$ cat config.mk
export PLATFORM = sky130hd
export DESIGN_NAME = decoder_scan_n_flat
export DESIGN_NICKNAME = d
export VERILOG_FILES = /design/src/rtl/decoder_scan_n_if.sv /design/src/rtl/decoder_scan_n.sv /design/src/flat_wrapper.sv
export SDC_FILE = /design/constraint.sdc
export NUM_CORES = 1
export LEC_CHECK = 0
export ABC_AREA = 1
export CORE_ASPECT_RATIO = 1.25
export CORE_UTILIZATION = 50
export CTS_CLUSTER_DIAMETER = 120
export DETAILED_ROUTE_END_ITERATION = 10
export PLACE_DENSITY = 0.76
export SYNTH_ARGS = -nofsm -noshare
export SYNTH_HDL_FRONTEND = slang
export SYNTH_SLANG_ARGS = --single-unit
$ cat constraint.sdc
create_clock -name clk -period 1.7 [get_ports clk]
set_input_delay 0.425 -clock clk [delete_from_list [all_inputs] [get_ports clk]]
set_output_delay 0.425 -clock clk [all_outputs]
set_load 0.02 [all_outputs]
$ cat src/rtl/decoder_scan_n_if.sv
// Bundle of control inputs and decoded outputs for decoder_scan_n.
// The master drives enable/mode/select/divisor; the slave returns the
// registered one-hot lines, their index and the scan wrap pulse.
interface decoder_scan_n_if #(
  parameter int SEL_W = 3,
  parameter int DIV_W = 8
);
  localparam int N = 1 << SEL_W;

  logic             en;
  logic             mode;
  logic [SEL_W-1:0] sel;
  logic [DIV_W-1:0] div;
  logic [N-1:0]     d;
  logic [SEL_W-1:0] idx;
  logic             wrap;

  modport master (
    output en, mode, sel, div,
    input  d, idx, wrap
  );

  modport slave (
    input  en, mode, sel, div,
    output d, idx, wrap
  );
endinterface

$ cat src/rtl/decoder_scan_n.sv
// Registered SEL_W -> 2**SEL_W one-hot decoder with selectable polarity.
// DIRECT mode decodes the select input; SCAN mode steps the active line
// from a prescaled counter with a runtime divisor (period = div+1 clocks).
// All outputs are flops updated on the same edge, so d always matches idx.
module decoder_scan_n #(
  parameter int SEL_W      = 3,
  parameter int DIV_W      = 8,
  parameter bit ACTIVE_LOW = 1'b0
) (
  input  logic            clk,
  input  logic            rst,
  decoder_scan_n_if.slave bus
);

  localparam int N = 1 << SEL_W;

  // Level every line sits at when not selected; XOR with it sets polarity.
  localparam logic [N-1:0] INACTIVE = {N{ACTIVE_LOW}};

  // Operating state is not stored: it is decoded fresh every cycle.
  typedef enum logic [1:0] {
    OP_OFF,
    OP_DIRECT,
    OP_SCAN
  } op_e;

  op_e              op;
  logic [N-1:0]     d_q,     d_d;
  logic [SEL_W-1:0] idx_q,   idx_d;
  logic [DIV_W-1:0] presc_q, presc_d;
  logic             wrap_q,  wrap_d;

  // One-hot line pattern for a given index, already in output polarity.
  function automatic logic [N-1:0] drive_lines(input logic [SEL_W-1:0] i);
    logic [N-1:0] oh;
    oh    = '0;
    oh[i] = 1'b1;
    return oh ^ INACTIVE;
  endfunction

  // Decode the operating state from enable and mode.
  always_comb begin
    op = OP_OFF;
    if (bus.en) begin
      op = bus.mode ? OP_SCAN : OP_DIRECT;
    end
  end

  // Next-state logic for index, prescaler, lines and wrap pulse.
  // NOTE: every output of this block gets a default first, so no path leaves it unassigned and no latch is inferred.
  always_comb begin
    idx_d   = idx_q;
    presc_d = presc_q;
    wrap_d  = 1'b0;
    d_d     = INACTIVE;
    unique case (op)
      OP_DIRECT: begin
        // Direct load also clears the prescaler, so a later switch to
        // SCAN waits a full div+1 period before its first step.
        idx_d   = bus.sel;
        presc_d = '0;
        d_d     = drive_lines(bus.sel);
      end
      OP_SCAN: begin
        // '>=' rather than '==' so that lowering div below the current
        // count steps on the next edge instead of waiting for a wrap.
        if (presc_q >= bus.div) begin
          presc_d = '0;
          idx_d   = idx_q + SEL_W'(1);
          wrap_d  = &idx_q;
        end else begin
          presc_d = presc_q + DIV_W'(1);
        end
        d_d = drive_lines(idx_d);
      end
      OP_OFF: begin
        // Lines go inactive; index and prescaler hold for resume.
      end
      default: begin
      end
    endcase
  end

  // State and output registers with asynchronous active-high reset.
  // NOTE: sequential state uses non-blocking assignments so every flop samples pre-edge values.
  always_ff @(posedge clk or posedge rst) begin
    if (rst) begin
      d_q     <= INACTIVE;
      idx_q   <= '0;
      presc_q <= '0;
      wrap_q  <= 1'b0;
    end else begin
      d_q     <= d_d;
      idx_q   <= idx_d;
      presc_q <= presc_d;
      wrap_q  <= wrap_d;
    end
  end

  assign bus.d    = d_q;
  assign bus.idx  = idx_q;
  assign bus.wrap = wrap_q;

endmodule

$ cat src/flat_wrapper.sv
// flat-port wrapper written by rule: the top's interface ports become plain ports
module decoder_scan_n_flat 
#(
  parameter int SEL_W      = 3,
  parameter int DIV_W      = 8,
  parameter bit ACTIVE_LOW = 1'b0
)
  (clk, rst, bus_en, bus_mode, bus_sel, bus_div, bus_d, bus_idx, bus_wrap);
  decoder_scan_n_if #(.SEL_W(SEL_W), .DIV_W(DIV_W)) bus_i ();
  input  logic clk;
  input  logic rst;
  input wire logic [$bits(bus_i.en)-1:0] bus_en;
  input wire logic [$bits(bus_i.mode)-1:0] bus_mode;
  input wire logic [$bits(bus_i.sel)-1:0] bus_sel;
  input wire logic [$bits(bus_i.div)-1:0] bus_div;
  output wire logic [$bits(bus_i.d)-1:0] bus_d;
  output wire logic [$bits(bus_i.idx)-1:0] bus_idx;
  output wire logic [$bits(bus_i.wrap)-1:0] bus_wrap;
  assign bus_i.en = bus_en;
  assign bus_i.mode = bus_mode;
  assign bus_i.sel = bus_sel;
  assign bus_i.div = bus_div;
  assign bus_d = bus_i.d;
  assign bus_idx = bus_i.idx;
  assign bus_wrap = bus_i.wrap;
  decoder_scan_n #(.SEL_W(SEL_W), .DIV_W(DIV_W), .ACTIVE_LOW(ACTIVE_LOW)) u_core (.clk(clk), .rst(rst), .bus(bus_i));
endmodule
Word-level counts from Yosys, hierarchy flattened
Index checks and enable logic that the tools add are counted.

cells by class
  equal/unequal tests = 2
  muxes and demuxes = 14
  magnitude comparators = 5
  bitwise operators = 0
  add/subtract/negate cells = 2
  reductions and logical operators = 4
  multipliers = 0
  shift-type cells = 0
  divide/modulo/power cells = 0

operators with widths
  cell                                                               count
  case mux 8 bit (2 select lines)                                    2
  adder 8 x 1 -> 8 bit, second input constant                        1
  greater-or-equal comparator 8 bit                                  1
  < comparator 3 x 4 -> 1 bit, second input constant                 2
  two-way mux 8 bit                                                  1
  demux 1 bit (select 3 bit)                                         2
  greater-or-equal comparator 3 x 1 -> 1 bit, second input constant  2
  two-way mux 3 bit                                                  2
  case mux 3 bit (2 select lines)                                    1
  two-way mux 1 bit                                                  4
  two-way mux 2 bit                                                  2
  adder 3 x 1 -> 3 bit, second input constant                        1
  AND reduction 3 bit                                                1
  == test 2 x 1 -> 1 bit, second input constant                      1
  == test 2 bit, second input constant                               1
  logical AND 1 bit                                                  2
  nonzero test 2 bit                                                 1

storage, ports and cells
  bits in writable memories = 0
  bits in read-only memories = 0
  memories kept = 0
  logic and storage cells = 31
  output and inout port bits = 12
  register bits = 20
  latch bits = 0
  input bits = 15

Longest topological paths before layout
Gate-level depths: netlist of run 1.

  depth after elaboration = 9
  gate-level depth with buffers = 14
  gate-level depth less buffers = 14

Worst setup path after synthesis of run 1
Ideal clock, no wire load.

  path type = input-to-reg
  start point = in bus_div[7]
  end point = reg u_core.d_q[1] (netlist: u_core.bus.d[1])
  arrival time = 1.533 ns
  required time = 1.635 ns
  library setup time = 0.065 ns
  path buffers = 0
  setup slack = 0.102 ns
  cell stages on the path = 10
  cells stage by stage = inv_1 > ha_1 > a21oi_1 > o21a_2 > nand2_4 > nand2_1 > nand2_1 > nor2_2 > nand2_1 > nand2_1

between the ends
  longest elaborated chain between the ends = 8
  elaborated cells on any way between the ends = 9
  those cells by class = order compare (3); mux (5); reduce/logical (1)

RTL lines
  what                                                                                                             line                  RTL
  start: declaration                                                                                               flat_wrapper.sv:15    input wire logic [$bits(bus_i.div)-1:0] bus_div;
  greater-or-equal comparator 8 bit *                                                                              decoder_scan_n.sv:67  if (presc_q >= bus.div) begin
  two-way mux 3 bit *                                                                                              decoder_scan_n.sv:67
  two-way mux 3 bit *                                                                                              decoder_scan_n.sv:56  unique case (op)
  < comparator 3 x 4 -> 1 bit (implied by the code) or greater-or-equal comparator 3 x 1 -> 1 bit (tied branches)  decoder_scan_n.sv:37  oh[i] = 1'b1;
  logical AND 1 bit (implied by the code)                                                                          decoder_scan_n.sv:37
  two-way mux 1 bit (implied by the code)                                                                          decoder_scan_n.sv:37
  demux 1 bit (select 3 bit) *                                                                                     --
  case mux 8 bit (2 select lines) *                                                                                decoder_scan_n.sv:56
  via u_core.d_d[1]                                                                                                decoder_scan_n.sv:28  logic [N-1:0] d_q, d_d;
  end signal: assignment                                                                                           decoder_scan_n.sv:88  d_q <= INACTIVE;
  end signal: assignment                                                                                           decoder_scan_n.sv:93  d_q <= d_d;
  end: declaration                                                                                                 decoder_scan_n.sv:28

Mark *: on every way through the listed nets, which the timed path passes. The rest lies on a longest branch. The select of a mux whose other input is x is not followed.
A chain may end at the register's enable or synchronous reset.

Worst setup path in the final report of run 1
  start point = reg u_core.presc_q[1]
  end point = reg u_core.d_q[3] (netlist: u_core.bus.d[3])

between the ends
  longest elaborated chain between the ends = 8
  elaborated cells on any way between the ends = 9
  those cells by class = order compare (3); mux (5); reduce/logical (1)

RTL lines
  what                                                                                                             line                  RTL
  start: declaration                                                                                               decoder_scan_n.sv:30  logic [DIV_W-1:0] presc_q, presc_d;
  start signal: assignment                                                                                         decoder_scan_n.sv:95  presc_q <= presc_d;
  greater-or-equal comparator 8 bit *                                                                              decoder_scan_n.sv:67
  two-way mux 3 bit *                                                                                              decoder_scan_n.sv:67
  two-way mux 3 bit *                                                                                              decoder_scan_n.sv:56
  < comparator 3 x 4 -> 1 bit (implied by the code) or greater-or-equal comparator 3 x 1 -> 1 bit (tied branches)  decoder_scan_n.sv:37
  logical AND 1 bit (implied by the code)                                                                          decoder_scan_n.sv:37
  two-way mux 1 bit (implied by the code)                                                                          decoder_scan_n.sv:37
  demux 1 bit (select 3 bit) *                                                                                     --
  case mux 8 bit (2 select lines) *                                                                                decoder_scan_n.sv:56
  via u_core.d_d[3]                                                                                                decoder_scan_n.sv:28

Marks and branches as above.

==> flow_summary.yaml, run 1 <==
place:
  port_buffers: 26
  routabilityCongestion: 0.952
  placed_area_sq_mm: 0.00167
  dp_hpwl_um: 2370
critical_path:
  cp_data_arrival_time_ns: 2.05
  crit_type: "flop to flop"
  cp_slowest_stage_delay_ns: 0.44
  crit_path_frequent_cell: "nand2_1"
  crit_required_ns: 1.95
  cp_slowest_cell: "dfrtp_1"
  critPathTopFamily: "simple AND/OR/NAND/NOR gates"
  crit_chain: "ha_4, nand2_1, nor2_1, nor2_1, nand2_1, nand2_4, buf_4, nand3_2, nand2_4, nor2_4, nand2_1, nand2_1"
  critPathLaunchType: "flop"
  crit_fanout: 7
  reg2reg_slack_ns: -0.09
  cp-end-kind: "flop"
  worst-path-buf-inv: 1
grt:
  grt_pass1_vias: 1352
  grt_max_degree: 21
  grt_pass1_wl_um: 5580
  antenna_found_initial: 0
  groute.usage.overall_pct: 28.0
  gr-total-overflow: 0
hold_path:
  worstHoldPathType: "input port to async pin"
cts:
  cts_tree: "done"
  ctsRootBufferMaster: "clkbuf_4"
  clk_path_buf_depth: 2
  cts_made_buffers: 3
  worstSkewPairLatency_ns: 0.30
  h-tree-depth: 1
  clkTransAtPathRegs_ns: 0.12
  cts.sinks: 20
  cts_hold_buf: 0
finish:
  drive_gt1_share_pct: 32.1
  final_common_cell: "nand2_1"
  nNetsFinal: 245
  final_cell_mix: "nand2_1 (46), inv_1 (22), dfrtp_1 (20), buf_4 (15)"
  syn2layout_area_growth_pct: 59.3
  final_design_area_no_fill_sq_mm: 0.00204
  antenna_cells: 0
route:
  drc_errors: 1
  routed_wl_um: 3740
  drt-initial-drc-count: 29
  drt-vias-per-instance: 5.28
  dr.pass1.iters: 7
  num_vias: 1326
  wl_per_cell_um: 14.9
  postRouteAntennaNets: 0
sta:
  setup_slack_ns: -0.0915
  finalHoldViolCount: 0
  fin_crit_sh_pct: 105
  worstMarginPinSlew_ns: 0.349
  slew-limit-headroom_pct: 76.7
  skew_ns: 0.00596
  rsz0062_at_grt: "true"
  setup_viol: 11
  min_period_ns: 1.79
  holdWs_ns: 0.466
  fmax_mhz: 558
  final_max_slew_viol_count: 0
power:
  power_leakage_nw: 1.16
  power_density_mw_per_mm2: 687
  max-vdd-ir-drop_v: 0.000564
synth:
  ys_ff_latch: 20
  avgSynthCellArea_sq_um: 7.43
  synth.cell_area_sq_mm: 0.00128
  synthDistinctLibCells: 21
  synth_cells: 172
  yosysSeqAreaShare_pct: 39.1
  synth_warnings: 0
  synth_nets: 198
floorplanning:
  fp.dieW_um: 47.2
  die_h_um: 58.5
  fp.coreArea_sq_mm: 0.00243
  ios: 27
  rows: 20
  start_util_pct: 52.7
  dieArea_sq_mm: 0.00276
status:
  status: "finished with violations"
  violations: "DRC, setup timing"
flow_run:
  drv_cap: 0
## stage by stage
stage               instances  setup TNS, ns  utilization [%]  worst slack [ns]  total power [W]
floorplan                 172              0                -             0.102         0.000735
global route              251          -1.87             83.9            -0.147          0.00147
global placement          243          -8.72             68.8            -0.514         0.000881
detailed placement        243          -9.87             68.8            -0.574         0.000893
finish                    251         -0.671             83.9           -0.0915          0.00140
CTS                       248         -0.343             78.4           -0.0600          0.00133
## Yosys cell counts (all sizes together)
cell type  instances  area share (%)
a21oi              2            0.78
a22o               1            0.69
dfrtp             20              39
ha                11              11
inv               28             8.2
nand2             65              21
nand3             12             4.7
nand3b             1            0.59
nand4              1            0.49
nor2              16             5.7
nor3               2            0.78
o21a               1            0.69
o21ai              4             1.6
o22ai              3             1.5
xnor2              1            0.69
xor2               4             2.7
## cells by family (layout without fill, tap and decap cells)
logic type      Yosys count  count (layout)  share of synthesized area (%)
xor+xnor                  5               5                           3.42
buf+inv                  28              74                           8.22
flops                    20              20                           39.1
fa+ha+maj                11              11                           10.8
simple gates             97              97                           33.3
compound gates           11              11                           5.19
## report_power, final
part	total (W)	leakage [nW]	internal, W	switching [W]
clock network	0.000391	0.0279	0.000238	0.000153
registers	0.000537	0.271	0.000507	0.0000307
logic	0.000471	0.861	0.000201	0.000270
## worst register-to-register path: cells and delay by family, from the launching register on
family	cells	cell delay [ns]
flip-flops	1	0.44
buffers and inverters	1	0.16
adder cells (fa/ha/maj)	1	0.28
AND/OR/NAND/NOR	10	0.86
## flip-flops by register name, summed over array words and instances, names as in the netlist
register / cells
u_core.presc_q: 8
u_core.bus.d: 8
u_core.bus.idx: 3
u_core.bus.wrap: 1
## metal layers
layer	vias up	track usage, %	share of wire (%)
li1	630	-	-
met1	640	31.4	37
met2	44	50.5	58
met3	12	3.68	3.0
met4	0	11.8	2.6
met5	-	0	0
## repair_timing
item                                    in CTS  in global routing
buffers inserted                             1                  3
endpoints found under the setup margin      22                 26
resized for setup                           57                 27
pin swaps                                   36                 21
## worst paths after layout
kind                            cells after the start                end         startpoint
min in group clk                                    2  u_core.bus.idx[1]  u_core.bus.idx[1]
worst min-delay path                                3  u_core.presc_q[1]                rst
worst max-delay path                               12    u_core.bus.d[3]  u_core.presc_q[1]
max in group asynchronous                           3  u_core.presc_q[2]                rst
worst min register to register                      2  u_core.bus.idx[1]  u_core.bus.idx[1]
worst max register to register                     12    u_core.bus.d[3]  u_core.presc_q[1]
## final cells by class
cell class	count	area (sq um)
multi-input cells	124	947
flip-flops and latches	20	500
fillers	149	390
repair buffers	42	388
inverters	28	108
well taps	33	41.3
clock inverters	1	30.0
clock buffers	3	22.5
Note: power is estimated with default switching activity, not from simulation.
==> inputs of run 2 (changes only) <==
--- a/config.mk
+++ b/config.mk
@@ -6,11 +6,13 @@
 export NUM_CORES = 1
 export LEC_CHECK = 0
 export ABC_AREA = 1
+export CAP_MARGIN = 20
 export CORE_ASPECT_RATIO = 1.25
 export CORE_UTILIZATION = 50
 export CTS_CLUSTER_DIAMETER = 120
 export DETAILED_ROUTE_END_ITERATION = 10
 export PLACE_DENSITY = 0.76
+export RECOVER_POWER = 100
 export SYNTH_ARGS = -nofsm -noshare
 export SYNTH_HDL_FRONTEND = slang
 export SYNTH_SLANG_ARGS = --single-unit
==> flow_summary.yaml, run 2 (synthesis results as in run 1) <==
cts:
  worstSkewPairLatency_ns: 0.30
  cts_made_buffers: 3
  clk_path_buf_depth: 2
  ctsRootBufferMaster: "clkbuf_4"
  cts_tree: "done"
  cts.sinks: 20
  cts_hold_buf: 0
  clkTransAtPathRegs_ns: 0.12
  h-tree-depth: 1
critical_path:
  cp_data_arrival_time_ns: 2.05
  timing.rr.start: "u_core.presc_q[1]"
  crit_path_frequent_cell: "nand2_1"
  reg2reg_slack_ns: -0.09
  crit_type: "flop to flop"
  critPathLaunchType: "flop"
  cp_slowest_stage_delay_ns: 0.43
  crit_chain: "ha_4, nand2_1, nor2_1, nor2_1, nand2_1, nand2_4, buf_4, nand3_2, nand2_4, nor2_4, nand2_1, nand2_1"
  cp-end-kind: "flop"
  r2r_end: "u_core.bus.d[3]"
  r2r_cells: 12
  cp_slowest_cell: "dfrtp_1"
  crit_required_ns: 1.95
  crit_fanout: 7
sta:
  finalHoldViolCount: 0
  fmax_mhz: 557
  worstMarginPinSlew_ns: 0.501
  setup_viol: 11
  fin_crit_sh_pct: 106
  skew_ns: 0.00562
  rsz0062_at_grt: "true"
  slew-limit-headroom_pct: 66.6
  final_max_slew_viol_count: 0
  min_period_ns: 1.79
  setup_slack_ns: -0.0941
finish:
  antenna_cells: 0
  final_cell_mix: "nand2_1 (46), inv_1 (22), dfrtp_1 (20), buf_4 (14)"
  syn2layout_area_growth_pct: 54.3
  fillers: 160
  final_common_cell: "nand2_1"
  final_design_area_no_fill_sq_mm: 0.00197
  nNetsFinal: 245
  drive_gt1_share_pct: 32.1
power:
  max-vdd-ir-drop_v: 0.000564
  seq_power_share_pct: 38.7
  internal_power_w: 0.000935
  power_leakage_nw: 1.02
  comb_power_share_pct: 33.2
  p_sw_share_pct: 32.6
  power_density_mw_per_mm2: 704
  p_switching_w: 0.000453
  pwr-share-clk_pct: 28.1
route:
  drt-initial-drc-count: 29
  wl_per_cell_um: 14.8
  dr.pass1.iters: 4
  postRouteAntennaNets: 0
  routed_wl_um: 3720
  drt-vias-per-instance: 5.25
  drc_errors: 0
  num_vias: 1319
place:
  dp_hpwl_um: 2370
  port_buffers: 26
  place_ws_ns: -0.574
  placed_area_sq_mm: 0.00167
  routabilityCongestion: 0.952
grt:
  grt_pass1_vias: 1352
  top_usage_layer: "met2"
  grt_pass1_wl_um: 5580
  groute.usage.overall_pct: 28.0
  antenna_found_initial: 0
  grt_max_degree: 21
  gr-total-overflow: 0
  grt_util_met2_pct: 50.5
  globalRouteMet1Util_pct: 31.4
  grt_use_met3_pct: 3.68
floorplanning:
  start_util_pct: 52.7
  fp.coreArea_sq_mm: 0.00243
  ios: 27
  dieArea_sq_mm: 0.00276
  fp.dieW_um: 47.2
  die_h_um: 58.5
  rows: 20
hold_path:
  worstHoldPathType: "flop to flop"
  whs_endpoint: "u_core.bus.idx[1]"
  whs_path_depth: 2
  hp-start: "u_core.bus.idx[1]"
flow_run:
  drv_cap: 0
status:
  violations: "setup timing"
  status: "finished with violations"
-- run 2: changes by cell type in the layout (fill, tap and decap cells not counted) --
cell             before  now
clkbuf_1              0    7
dlygate4sd3_1         0    1
buf_4                15   14
clkbuf_2              0    1
clkdlybuf4s50_1       8    7
dlymetal6s2s_1        7    0
-- run 2: metrics by stage --
stage / hold slack (ns) / std cells / power [W] / utilization, % / setup TNS [ns]
floorplan: 0.389 / 172 / 0.000735 / - / 0
global placement: 0.547 / 243 / 0.000881 / 68.8 / -8.72
detailed placement: 0.569 / 243 / 0.000893 / 68.8 / -9.87
CTS: 0.488 / 248 / 0.00133 / 78.4 / -0.343
global route: 0.647 / 251 / 0.00146 / 81.3 / -1.87
finish: 0.605 / 251 / 0.00139 / 81.3 / -0.683
-- run 2: per-layer routing --
| metal | wire length [um] | vias to the layer above |
|---|---|---|
| li1 | - | 630 |
| met1 | 1360 | 627 |
| met2 | 2110 | 44 |
| met3 | 103 | 18 |
| met4 | 145 | 0 |
| met5 | 0 | - |
-- run 2: layout make-up --
cell class	instances	area, sq um	area share, %
Clock buffer	3	22.5	1.14
Clock inverter	1	30.0	1.52
Inverter	28	108	5.45
Multi-Input combinational cell	124	947	48.0
Sequential cell	20	500	25.4
Tap cell	33	41.3	2.09
Timing Repair Buffer	42	324	16.4
-- run 2: timing repair --
item | in CTS | in global routing
pin swaps | 36 | 21
setup endpoints to repair | 22 | 26
resized for setup | 57 | 27
setup buffers | 1 | 3
-- run 2: critical path: cells and delay by family, from the launching register on --
family	cells	cell delay, ns
and+or+nand+nor	10	0.86
DFF	1	0.43
adders and majority gates	1	0.28
buffers and inverters	1	0.15
-- run 2: worst max path at each step --
stage,startpoint,cells after the start,endpoint,slack [ns]
floorplan,bus_div[7],10,u_core.bus.d[1],0.10
global placement,bus_div[1],14,u_core.bus.d[5],-0.51
detailed placement,bus_div[3],14,u_core.bus.d[3],-0.57
CTS,u_core.presc_q[1],12,u_core.bus.d[3],-0.06
global route,u_core.presc_q[3],12,u_core.bus.d[6],-0.15
finish,u_core.presc_q[1],12,u_core.bus.d[3],-0.09
-- run 2: power groups by stage --
stage | clock (W) | combinational [W] | sequential, W
6_report | 0.000390 | 0.000461 | 0.000538
3_5_place_dp | 0 | 0.000351 | 0.000542
5_1_grt | 0.000416 | 0.000502 | 0.000541
4_1_cts | 0.000390 | 0.000402 | 0.000535
2_1_floorplan | 0 | 0.000168 | 0.000568
3_3_place_gp | 0 | 0.000341 | 0.000540
==> inputs of run 3 (changes only) <==
==> constraint.sdc (replaced) <==
create_clock -name clk -period 1.8 [get_ports clk]
set_input_delay 0.45 -clock clk [delete_from_list [all_inputs] [get_ports clk]]
set_output_delay 0.45 -clock clk [all_outputs]
set_load 0.02 [all_outputs]
==> flow_summary.yaml, run 3 (synthesis results as in run 1) <==
power:
  seq_power_share_pct: 39.0
  pwr-share-clk_pct: 28.6
  p_switching_w: 0.000424
  max-vdd-ir-drop_v: 0.000520
  internal_power_w: 0.000881
  p_sw_share_pct: 32.5
  comb_power_share_pct: 32.4
  power_leakage_nw: 1.02
  power_density_mw_per_mm2: 670
cts:
  cts.sinks: 20
  h-tree-depth: 1
  ctsRootBufferMaster: "clkbuf_4"
  cts_tree: "done"
  clkTransAtPathRegs_ns: 0.12
  cts_made_buffers: 3
  worstSkewPairLatency_ns: 0.31
  clk_path_buf_depth: 2
floorplanning:
  die_h_um: 58.5
  rows: 20
  ios: 27
  start_util_pct: 52.7
  fp.coreArea_sq_mm: 0.00243
  fp.dieW_um: 47.2
  dieArea_sq_mm: 0.00276
critical_path:
  crit_fanout: 8
  crit_required_ns: 2.06
  worst-path-buf-inv: 0
  cp_slowest_cell: "dfrtp_1"
  crit_type: "flop to flop"
  critPathLaunchType: "flop"
  critPathTopFamily: "simple AND/OR/NAND/NOR gates"
  cp-end-kind: "flop"
  crit_chain: "ha_1, nand2_2, nor2_1, nor2_1, nand2_1, nand2_4, nand2_8, nand2_4, nand2_4, nor2_4, nand2_1, nand2_1"
  cp_data_arrival_time_ns: 1.99
  cp_slowest_stage_delay_ns: 0.41
finish:
  fillers: 153
  nNetsFinal: 241
  antenna_cells: 0
  syn2layout_area_growth_pct: 52.4
  final_cell_mix: "nand2_1 (45), inv_1 (22), dfrtp_1 (19), clkdlybuf4s50_1 (15), nand2_4 (12)"
  drive_gt1_share_pct: 28.0
  final_common_cell: "nand2_1"
route:
  drt-initial-drc-count: 57
  drt-vias-per-instance: 5.22
  drc_errors: 0
  routed_wl_um: 3480
  postRouteAntennaNets: 0
  dr.pass1.iters: 6
  wl_per_cell_um: 14.1
  num_vias: 1289
sta:
  setup_viol: 0
  final_max_slew_viol_count: 0
  min_period_ns: 1.73
  fin_crit_sh_pct: 96.0
  skew_ns: 0.00709
  slew-limit-headroom_pct: 26.7
  setup_tns_ns: 0
  worstMarginPinSlew_ns: 1.10
  fmax_mhz: 578
  rsz0062_at_grt: "true"
  holdWs_ns: 0.610
  finalHoldViolCount: 0
place:
  port_buffers: 26
  dp_hpwl_um: 2230
  routabilityCongestion: 0.900
grt:
  groute.usage.overall_pct: 27.4
  grt_pass1_vias: 1277
  antenna_found_initial: 0
  gr-total-overflow: 0
  grt_pass1_wl_um: 5440
  grt_max_degree: 21
hold_path:
  worstHoldPathType: "flop to flop"
status:
  status: "complete, no violations"
flow_run:
  drv_cap: 0
run 3: tightest hold or removal path: stages, from the launching register on:
cell and delay, ns:
dfrtp_1 0.44, nand2_1 0.07, nand3_1 0.07
run 3: what timing repair did:
item,4_1_cts,5_1_grt
resized for setup,47,20
hold buffers,0,0
endpoints found under the setup margin,22,17
buffers inserted,2,4
pin swaps,27,25
run 3: area by class of cell:
type	instances	area [sq um]	area share, %
clock buffers	3	22.5	1.16
clock inverters	1	30.0	1.54
inverters	28	105	5.39
multi-input cells	124	908	46.6
flip-flops and latches	20	502	25.7
well taps	33	41.3	2.12
repair buffers	38	340	17.5
run 3: routing by layer:
metal	GRT usage, %	part of all wire [%]	up-vias
met5	0	0	-
met4	10.6	2.1	0
met3	2.76	2.2	10
met2	49.3	57	37
met1	31.7	39	619
li1	-	-	623
run 3: power groups by stage:
| stage | clock network [W] | logic (W) | registers [W] |
|---|---|---|---|
| after CTS | 0.000370 | 0.000352 | 0.000507 |
| after floorplan | 0 | 0.000158 | 0.000536 |
| after detailed placement | 0 | 0.000311 | 0.000516 |
| after global routing | 0.000382 | 0.000459 | 0.000513 |
| after global placement | 0 | 0.000303 | 0.000513 |
| final | 0.000374 | 0.000423 | 0.000509 |
run 3: worst paths after layout:
check	from	to	slack [ns]	cells past startpoint
setup / recovery	u_core.presc_q[2]	u_core.bus.d[3]	0.07	12
hold / removal	u_core.bus.idx[2]	u_core.bus.idx[2]	0.61	2
setup reg to reg	u_core.presc_q[2]	u_core.bus.d[3]	0.07	12
hold reg to reg	u_core.bus.idx[2]	u_core.bus.idx[2]	0.61	2
max in group asynchronous	rst	u_core.presc_q[3]	0.30	3
min in group asynchronous	rst	u_core.bus.d[5]	0.78	3
run 3: stage by stage:
| step | cell area, sq um | power (W) | cells | setup slack, ns | util (%) |
|---|---|---|---|---|---|
| 6_report | 1950 | 0.00131 | 247 | 0.0712 | 80.3 |
| 2_1_floorplan | 1280 | 0.000695 | 172 | 0.177 | - |
| 3_3_place_gp | 1630 | 0.000816 | 237 | -0.432 | 67.0 |
| 3_5_place_dp | 1630 | 0.000826 | 237 | -0.480 | 67.0 |
| 5_1_grt | 1950 | 0.00135 | 247 | -0.0158 | 80.3 |
| 4_1_cts | 1830 | 0.00123 | 243 | 0.0154 | 75.4 |
